--- config.mk ---
export PLATFORM = sky130hd
export DESIGN_NAME = trace_entry_cmp
export DESIGN_NICKNAME = d
export VERILOG_FILES = /design/src/rtl/trace_pkg.sv /design/src/rtl/trace_entry_cmp.sv
export SDC_FILE = /design/constraint.sdc
export NUM_CORES = 1
export LEC_CHECK = 0
export BUFFER_PORTS_ARGS = -buffer_cell sky130_fd_sc_hd__buf_2
export CAP_MARGIN = 20
export CORE_ASPECT_RATIO = 0.5
export CORE_MARGIN = 4
export CORE_UTILIZATION = 25
export DETAILED_ROUTE_END_ITERATION = 6
export PLACE_DENSITY = 0.89
export SYNTH_ARGS = -nofsm -noshare
export SYNTH_HDL_FRONTEND = slang
export SYNTH_SLANG_ARGS = --single-unit
export TNS_END_PERCENT = 20
--- constraint.sdc ---
create_clock -name vclk -period 1.2
set_clock_uncertainty 0.2 [all_clocks]
set_input_delay 0.12 -clock vclk [all_inputs]
set_output_delay 0.12 -clock vclk [all_outputs]
set_load 0.1 [all_outputs]
--- src/rtl/trace_pkg.sv ---
// rtl/trace_pkg.sv - golden trace entry layout, checker FSM states and failure codes
package trace_pkg;

    localparam int ENTRY_W = 70;
    localparam int PC_MSB  = 69;
    localparam int PC_LSB  = 38;
    localparam int ENA_BIT = 37;
    localparam int REG_MSB = 36;
    localparam int REG_LSB = 32;
    localparam int VAL_MSB = 31;
    localparam int VAL_LSB = 0;

    typedef enum logic [2:0] {
        INIT = 3'd0,
        LOAD = 3'd1,
        RUN  = 3'd2,
        PASS = 3'd3,
        FAIL = 3'd4
    } state_t;

    localparam logic [1:0] CAUSE_NONE     = 2'd0;
    localparam logic [1:0] CAUSE_MISMATCH = 2'd1;
    localparam logic [1:0] CAUSE_TIMEOUT  = 2'd2;

    function automatic logic [ENTRY_W-1:0] pack_entry(
        input logic [31:0] pc,
        input logic        ena,
        input logic [4:0]  rd,
        input logic [31:0] value
    );
        return {pc, ena, rd, value};
    endfunction

endpackage

--- src/rtl/trace_entry_cmp.sv ---
// rtl/trace_entry_cmp.sv - combinational compare of one retired instruction against a golden entry
module trace_entry_cmp
    import trace_pkg::*;
(
    input  logic [ENTRY_W-1:0] exp_entry,
    input  logic [31:0]        act_pc,
    input  logic               act_ena,
    input  logic [4:0]         act_reg,
    input  logic [31:0]        act_value,
    output logic               match
);

    logic [31:0] exp_pc;
    logic        exp_ena;
    logic [4:0]  exp_reg;
    logic [31:0] exp_value;
    logic        pc_eq;
    logic        ena_eq;
    logic        reg_eq;
    logic        value_eq;

    assign exp_pc    = exp_entry[PC_MSB:PC_LSB];
    assign exp_ena   = exp_entry[ENA_BIT];
    assign exp_reg   = exp_entry[REG_MSB:REG_LSB];
    assign exp_value = exp_entry[VAL_MSB:VAL_LSB];

    assign pc_eq    = (exp_pc == act_pc);
    assign ena_eq   = (exp_ena == act_ena);
    assign reg_eq   = (exp_reg == act_reg);
    assign value_eq = (exp_value == act_value);

    // x0 writes are architecturally discarded, so their value is not compared
    assign match = pc_eq && ena_eq &&
                   (!exp_ena || (reg_eq && ((exp_reg == 5'd0) || value_eq)));

endmodule

==> metrics.yaml, run 1 <==
outcome:
  status: "finished, violations left"
  violations: "negative setup slack"
placement:
  dp_hpwl_mm: 3.57
  place_congestion: 0.871
  place_inst: 281
  placed_area_sq_mm: 0.00161
  pre_cts_slack_ps: -607
  portBuffers: 141
sta:
  hold_viol: 0
  period_share: 1.46
  finalSetupViolations: 1
  timing.slew.headroom: 0.780
  max_freq_mhz: 569
  worst_slew_pin_slew_ps: 327
  drv_slew: 0
  fin_crit_ps: 1760
  rsz0062_at_grt: "true"
  fin_ws_ps: -557
grt:
  track_usage: 0.150
  grt_pass1_wl_mm: 4.90
  first_global_vias: 1129
  gr-total-overflow: 0
  grt_max_degree: 3
  antenna_found_initial: 0
cells_and_area:
  sequential_cell_total: 0
  num_antenna_cells: 0
  final_common_cell: "buf_2"
  final_cells: 281
  final_area_sq_mm: 0.00174
  seq_area_sq_um: 0
  area_delta_synth_final_pct: 122
  final_cell_mix: "buf_2, xnor2_1, nand4_1"
  nets: 383
  clkbuf_count: 0
  drive_gt1_frac: 0.656
power:
  power_mw: 0.576
  p_leak_nw: 0.839
  peakVddDrop_mv: 0.138
  powerDensity_mw_per_mm2: 332
yosys:
  yosysUniqueCellTypes: 11
  synth_area_sq_um: 783
  syn_nets: 237
  avgSynthCellArea_sq_um: 8.07
  synth_top_area_cell: "xnor2_1"
  yosysWarnings: 0
  synthTopCellsByArea: "xnor2_1, xor2_1, nand4_1"
  postSynthCellCount: 97
  synth_top_area_share: 0.649
  seq_area_frac_synth: 0
detailed_routing:
  wl_per_cell_um: 13.6
  vias: 1196
  drc: 0
  ant_nets: 0
  drtIter0Drc: 6
  dr.pass1.iters: 4
  wl_mm: 3.82
  via_per_inst: 4.26
setup_path:
  start_kind: "input port"
  criticalPathCategory: "input port to primary output"
  crit_arrival_ps: 1440
  critPathRequiredTime_ps: 880
  end_kind: "primary output"
  critPathMaxFanout: 1
floorplanning:
  coreArea_sq_mm: 0.00300
  design.die.area_sq_mm: 0.00415
  rows: 14
  die_y_um: 47.6
  start_util: 0.261
  ioPinCount: 141
  die_w_um: 87.2
hold_path:
  hold_class: "input port to primary output"
  whs_path_depth: 5
  min_from: "exp_entry[60]"
  whs_endpoint: "match"
run:
  maxCapViolCount: 0
clocking:
  holdBufCountCts: 0
  post_cts_buffers: 0
-- cells by family after synthesis --
kind of cell	count (synthesis)	synth area share
simple gates	24	0.195
xor+xnor	70	0.783
compound gates	3	0.0224
-- per-layer routing --
metal | GRT usage | up-vias | wire, um
met1 | 0.182 | 562 | 1390
met2 | 0.324 | 6 | 2410
met4 | 0 | 0 | 0
met5 | 0 | - | 0
met3 | 0.00172 | 0 | 29
li1 | - | 628 | -
-- area by class of cell --
type	instances	area [sq um]
Fill cell	270	1260
Multi-Input combinational cell	97	898
Tap cell	40	50.0
Timing Repair Buffer	144	787
-- how the worst max path moves through the flow --
| stage | from | endpoint | slack (ps) |
|---|---|---|---|
| after floorplan | act_pc[17] | match | -700 |
| after global placement | act_pc[4] | match | -580 |
| after detailed placement | act_pc[4] | match | -610 |
| after CTS | exp_entry[16] | match | -610 |
| after global routing | act_value[14] | match | -680 |
| final | act_pc[24] | match | -560 |
-- cells in the mapped netlist --
master,count
xnor2_1,58
nand4_1,15
xor2_1,12
nor4_1,5
a21oi_1,1
nand3_1,1
nor3_1,1
nor3_2,1
o21ai_1,1
o31ai_1,1
or4_1,1
-- critical path: stages --
cell and delay (ps):
buf_2 110, xnor2_1 140, nand4_1 120, nor3_1 280
nand4_1 200, nor3_4 250, buf_12 200
-- where the power goes --
group	leakage (nW)	switching [mW]	total, mW	internal [mW]
logic	0.839	0.217	0.576	0.360
registers	0	0	0	0
clock network	0	0	0	0
total	0.839	0.217	0.576	0.360
-- per-stage QoR --
step | hold slack [ps] | setup TNS (ps) | util
2_1_floorplan | 334 | -702 | -
3_3_place_gp | 549 | -582 | 0.536
3_5_place_dp | 557 | -607 | 0.536
4_1_cts | 557 | -609 | 0.548
5_1_grt | 597 | -684 | 0.579
6_report | 552 | -557 | 0.579
-- timing repair --
item	CTS	global route
endpoints found under the setup margin	1	1
gates resized for setup	6	14
pin swaps	5	10
cloned	0	0
Power figures use the tool's default switching activity.
==> run 2: changes to the inputs <==
--- a/config.mk
+++ b/config.mk
@@ -12,6 +12,8 @@
 export CORE_UTILIZATION = 25
 export DETAILED_ROUTE_END_ITERATION = 6
 export PLACE_DENSITY = 0.89
+export REMOVE_ABC_BUFFERS = 1
+export SLEW_MARGIN = 20
 export SYNTH_ARGS = -nofsm -noshare
 export SYNTH_HDL_FRONTEND = slang
 export SYNTH_SLANG_ARGS = --single-unit
==> run 2 against run 1 <==
  * The run still ends with negative setup slack left
  * Wire length is 7.4% lower
  * Fmax down 0.16%
  * Clock-buffer cell count did not move
  * Final cell count up 0.71%
  * Utilization is 1.3 points lower
  * Die area unchanged
  * Hold slack worse by 45 ps
  * Global-route usage down 1.4 points
  * Critical endpoint unchanged
  * Largest cell class unchanged
  * Highest routed layer is now met4
==> metrics.yaml, run 2 (same netlist as run 1, synthesis figures left out) <==
hold_path:
  hold_class: "input port to primary output"
  whs_path_depth: 5  # unchanged
  min_from: "exp_entry[41]"
  whs_endpoint: "match"
detailed_routing:
  ant_nets: 0  # unchanged
  wl_per_cell_um: 12.5  # -8.1%
  route.met3.wl_um: 301  # +940%
  dr.max_layer_used: "met4"
  drc: 0  # unchanged
  vias: 1255  # +4.9%
  route.layer.met1.wl_mm: 1.05  # -24%
  via_per_inst: 4.43  # +4.2%
  drtIter0Drc: 19  # +13
  wl_met2_mm: 2.17  # -9.9%
  wl_mm: 3.54  # -7.4%
  dr.pass1.iters: 4  # unchanged
placement:
  pre_cts_slack_ps: -579  # +28.2 ps
  portBuffers: 141  # unchanged
  placed_area_sq_mm: 0.00159  # -0.86%
  place_congestion: 0.778  # -11%
  place_inst: 283  # +0.71%
  dp_hpwl_mm: 3.30  # -7.4%
cells_and_area:
  fill_cells: 303  # +12%
  drive_gt1_frac: 0.638  # -0.0177
  sequential_cell_total: 0  # unchanged
  final_cells: 283  # +0.71%
  seq_area_sq_um: 0  # unchanged
  area_delta_synth_final_pct: 117
  final_util: 0.567  # -0.0125
  clkbuf_count: 0  # unchanged
  nets: 385  # +0.52%
  final_common_cell: "buf_2"
  final_area_sq_mm: 0.00170  # -2.2%
  num_antenna_cells: 0  # unchanged
  final_cell_mix: "buf_2, xnor2_1, nand4_1"
power:
  p_leak_nw: 0.816  # -2.7%
  peakVddDrop_mv: 0.180  # +31%
  powerDensity_mw_per_mm2: 330  # -0.78%
grt:
  first_global_vias: 1173  # +3.9%
  track_usage: 0.136  # -0.0141
  grt_pass1_wl_mm: 4.55  # -7.2%
  antenna_found_initial: 0  # unchanged
  grt_max_degree: 3  # unchanged
  gr-total-overflow: 0  # unchanged
outcome:
  violations: "negative setup slack"
  status: "finished, violations left"
floorplanning:
  coreArea_sq_mm: 0.00300  # unchanged
  rows: 14  # unchanged
  ioPinCount: 141  # unchanged
  start_util: 0.261  # unchanged
  die_w_um: 87.2  # unchanged
  design.die.area_sq_mm: 0.00415  # unchanged
  die_y_um: 47.6  # unchanged
sta:
  rsz0062_at_grt: "true"
  timing.slew.headroom: 0.815  # +0.0348
  worst_slew_pin_slew_ps: 275  # -52.0 ps
  period_share: 1.47  # +0.00231
  max_freq_mhz: 568  # -0.16%
  finalSetupViolations: 1  # unchanged
  fin_ws_ps: -560  # -2.77 ps
  fin_crit_ps: 1760  # +2.77 ps
  drv_slew: 0  # unchanged
  hold_viol: 0  # unchanged
setup_path:
  critPathMaxFanout: 1  # unchanged
  critPathRequiredTime_ps: 880  # about the same
  criticalPathCategory: "input port to primary output"
  start_kind: "input port"
  end_kind: "primary output"
  crit_arrival_ps: 1440  # about the same
clocking:
  post_cts_buffers: 0  # unchanged
run:
  maxCapViolCount: 0  # unchanged
==> run 2: area by class of cell <==
| cell class | count | area (sq um) | area share |
|---|---|---|---|
| Multi-Input combinational cell | 97 | 840 | 0.494 |
| Timing Repair Buffer | 146 | 808 | 0.476 |
| Tap cell | 40 | 50.0 | 0.0295 |
==> run 2: worst max-delay path, cell delays in order <==
cell	delay (ps)
buf_2	100
xnor2_1	160
nand4_1	130
nor4_2	280
nand4_1	150
nor3_2	280
buf_12	210
==> run 2: worst max-delay path by stage <==
stage	cells after the start	to	slack [ps]	start
final	7	match	-560	act_pc[5]
after global routing	7	match	-640	act_pc[27]
after CTS	7	match	-540	exp_entry[49]
after detailed placement	7	match	-580	act_pc[6]
after global placement	7	match	-620	act_pc[6]
after floorplan	4	match	-1090	exp_entry[32]
==> run 2: timing repair <==
item,CTS,global route
pin swaps,5,12
endpoints found under the setup margin,1,1
hold buffers,0,0
gates resized for setup,3,13
==> run 2: metal layers <==
metal / global-route usage / up-vias
met5: 0 / -
met4: 0.00612 / 0
met3: 0.0172 / 2
met2: 0.320 / 55
met1: 0.137 / 566
li1: - / 632
==> run 2: report_power, final <==
group | switching (mW) | internal, mW | total, mW
sequential | 0 | 0 | 0
clock | 0 | 0 | 0
combinational | 0.205 | 0.355 | 0.560
==> run 2: per-stage QoR <==
step | hold WS [ps] | power [mW] | TNS (ps)
global route | 520 | 0.609 | -642
global placement | 479 | 0.498 | -620
floorplan | 363 | 0.218 | -1090
finish | 507 | 0.560 | -560
CTS | 512 | 0.528 | -545
detailed placement | 506 | 0.520 | -579
==> run 3: changes to the inputs <==
--- a/config.mk
+++ b/config.mk
@@ -5,13 +5,14 @@
 export SDC_FILE = /design/constraint.sdc
 export NUM_CORES = 1
 export LEC_CHECK = 0
+export ABC_AREA = 1
 export BUFFER_PORTS_ARGS = -buffer_cell sky130_fd_sc_hd__buf_2
 export CAP_MARGIN = 20
 export CORE_ASPECT_RATIO = 0.5
 export CORE_MARGIN = 4
-export CORE_UTILIZATION = 25
+export CORE_UTILIZATION = 32
 export DETAILED_ROUTE_END_ITERATION = 6
-export PLACE_DENSITY = 0.89
+export PLACE_DENSITY = 0.93
 export REMOVE_ABC_BUFFERS = 1
 export SLEW_MARGIN = 20
 export SYNTH_ARGS = -nofsm -noshare
==> constraint.sdc (replaced) <==
create_clock -name vclk -period 1.7
set_clock_uncertainty 0.2 [all_clocks]
set_input_delay 0.17 -clock vclk [all_inputs]
set_output_delay 0.17 -clock vclk [all_outputs]
set_load 0.1 [all_outputs]
==> run 3 against run 2 <==
  * The run still ends with negative setup slack left
  * Critical path type unchanged
  * Final cell count rose by 34%
  * Largest cell class unchanged
  * Sequential cell count unchanged
  * Cell area is 18% higher
==> metrics.yaml, run 3 <==
cells_and_area:
  multiInputGateArea_sq_mm: 0.00102  # +22%
  final_common_cell: "buf_2"
  area_delta_synth_final_pct: 96.9
  seq_area_sq_um: 0  # unchanged
  num_antenna_cells: 0  # unchanged
  drive_gt1_frac: 0.484  # -0.154
  sequential_cell_total: 0  # unchanged
  nets: 481  # +25%
  final_util: 0.663  # +0.0958
  final_cell_mix: "buf_2, nand2_1, inv_1"
  clkbuf_count: 0  # unchanged
  fill_cells: 287  # -5.3%
  final_area_sq_mm: 0.00201  # +18%
yosys:
  avgSynthCellArea_sq_um: 5.15  # -36%
  yosysMostFrequentCell: "nand2_1"
  synthTopCellsByArea: "xnor2_1, nand2_1, inv_1"
  synthSimpleGateAreaFrac: 0.422  # +0.227
  synth_top_area_share: 0.309  # -0.339
  synthTopCellsByCount: "nand2_1, inv_1, xnor2_1"
  synth_mux_area_frac: 0  # unchanged
  synth_xor_area_frac: 0.395  # -0.388
  synthAdderAreaFrac: 0  # unchanged
  synth_top_family_by_area: "simple AND/OR/NAND/NOR gates"
  postSynthCellCount: 198  # +100%
  yosysUniqueCellTypes: 13  # +2
  seq_area_frac_synth: 0  # unchanged
  synth_area_sq_mm: 0.00102  # +30%
  synth-compound-area-share: 0.0466  # +0.0243
  synth_top_area_cell: "xnor2_1"
  yosysWarnings: 0  # unchanged
power:
  powerDensity_mw_per_mm2: 225  # -32%
  peakVddDrop_mv: 0.110  # -39%
  p_leak_nw: 1.22  # +49%
  power_mw: 0.451  # -19%
sta:
  period_share: 1.05
  worst_slew_pin_slew_ps: 247  # -27.9 ps
  fin_crit_ps: 1790
  fin_ws_ps: -91.0  # +469 ps
  drv_slew: 0  # unchanged
  rsz0062_at_grt: "true"
  hold_viol: 0  # unchanged
  finalSetupViolations: 1  # unchanged
  timing.slew.headroom: 0.834  # +0.0188
  max_freq_mhz: 558
detailed_routing:
  drtIter0Drc: 43  # +24
  wl_per_cell_um: 11.7  # -6.0%
  dr.pass1.iters: 4  # unchanged
  ant_nets: 0  # unchanged
  via_per_inst: 4.44  # +0.19%
  drc: 0  # unchanged
  vias: 1684  # +34%
  wl_mm: 4.45  # +26%
floorplanning:
  die_w_um: 87.8  # +0.77%
  ioPinCount: 141  # unchanged
  design.die.area_sq_mm: 0.00421  # +1.5%
  rows: 14  # unchanged
  start_util: 0.336  # +0.0750
  die_y_um: 47.9  # +0.70%
  coreArea_sq_mm: 0.00303  # +1.2%
setup_path:
  crit_arrival_ps: 1420  # -20 ps
  criticalPathCategory: "input port to primary output"
  critPathMaxFanout: 1  # unchanged
  critPathRequiredTime_ps: 1330  # +450 ps
  start_kind: "input port"
  end_kind: "primary output"
grt:
  track_usage: 0.182  # +0.0459
  gr-total-overflow: 0  # unchanged
  grt_pass1_wl_mm: 6.18  # +36%
  first_global_vias: 1553  # +32%
  grt_max_degree: 3  # unchanged
  antenna_found_initial: 0  # unchanged
placement:
  placed_area_sq_mm: 0.00179  # +12%
  place_congestion: 0.942  # +21%
  pre_cts_slack_ps: -49.4  # +530 ps
  portBuffers: 141  # unchanged
  dp_hpwl_mm: 3.86  # +17%
run:
  maxCapViolCount: 0  # unchanged
outcome:
  status: "finished, violations left"
  violations: "negative setup slack"
hold_path:
  hold_class: "input port to primary output"
clocking:
  post_cts_buffers: 0  # unchanged
-- run 3: per-stage QoR --
| step | setup TNS, ps | instances | hold WS [ps] |
|---|---|---|---|
| finish | -91.0 | 379 | 477 |
| global route | -226 | 379 | 491 |
| detailed placement | -49.4 | 379 | 477 |
| floorplan | -299 | 198 | 410 |
| global placement | 0 | 379 | 472 |
| CTS | -23.7 | 379 | 470 |
-- run 3: power by group --
group / leakage [nW] / switching (mW) / internal (mW)
clock: 0 / 0 / 0
combinational: 1.22 / 0.187 / 0.264
sequential: 0 / 0 / 0
-- run 3: critical path, cell delays in order --
cell and delay (ps):
buf_2 100, xnor2_1 200, nand2_1 80, nor2_1 110, nand2_1 70, nor2_1 110
nand2_1 60, nand2_1 70, nand2_1 60, a21oi_2 190, buf_12 200
-- run 3: what timing repair did --
| item | CTS | global route |
|---|---|---|
| gates resized for setup | 4 | 29 |
| endpoints found under the setup margin | 1 | 1 |
| pin swaps | 2 | 30 |
| hold buffers | 0 | 0 |
-- run 3: worst paths after layout --
path                  slack (ps)           from  cells past startpoint  endpoint
worst max-delay path         -90  act_value[12]                     11     match
worst min-delay path         480  exp_entry[37]                      3     match
-- run 3: kinds of logic (layout without fill, tap and decap cells) --
kind of cell / count (synthesis) / in the layout
and+or+nand+nor: 107 / 107
xor gates and xnor gates: 46 / 46
buffers and inverters: 37 / 178
AOI/OAI and AO/OA: 8 / 8
-- run 3: final cells by class --
cell class | count | area share
Timing Repair Buffer | 141 | 0.396
Tap cell | 40 | 0.0249
Multi-Input combinational cell | 161 | 0.510
Inverter | 37 | 0.0692
-- run 3: metal layers --
layer,track usage,routed length (um),vias to the layer above
li1,-,-,874
met1,0.206,1430,722
met2,0.386,2670,68
met3,0.00687,223,20
met4,0.0489,130,0
met5,0,0,-
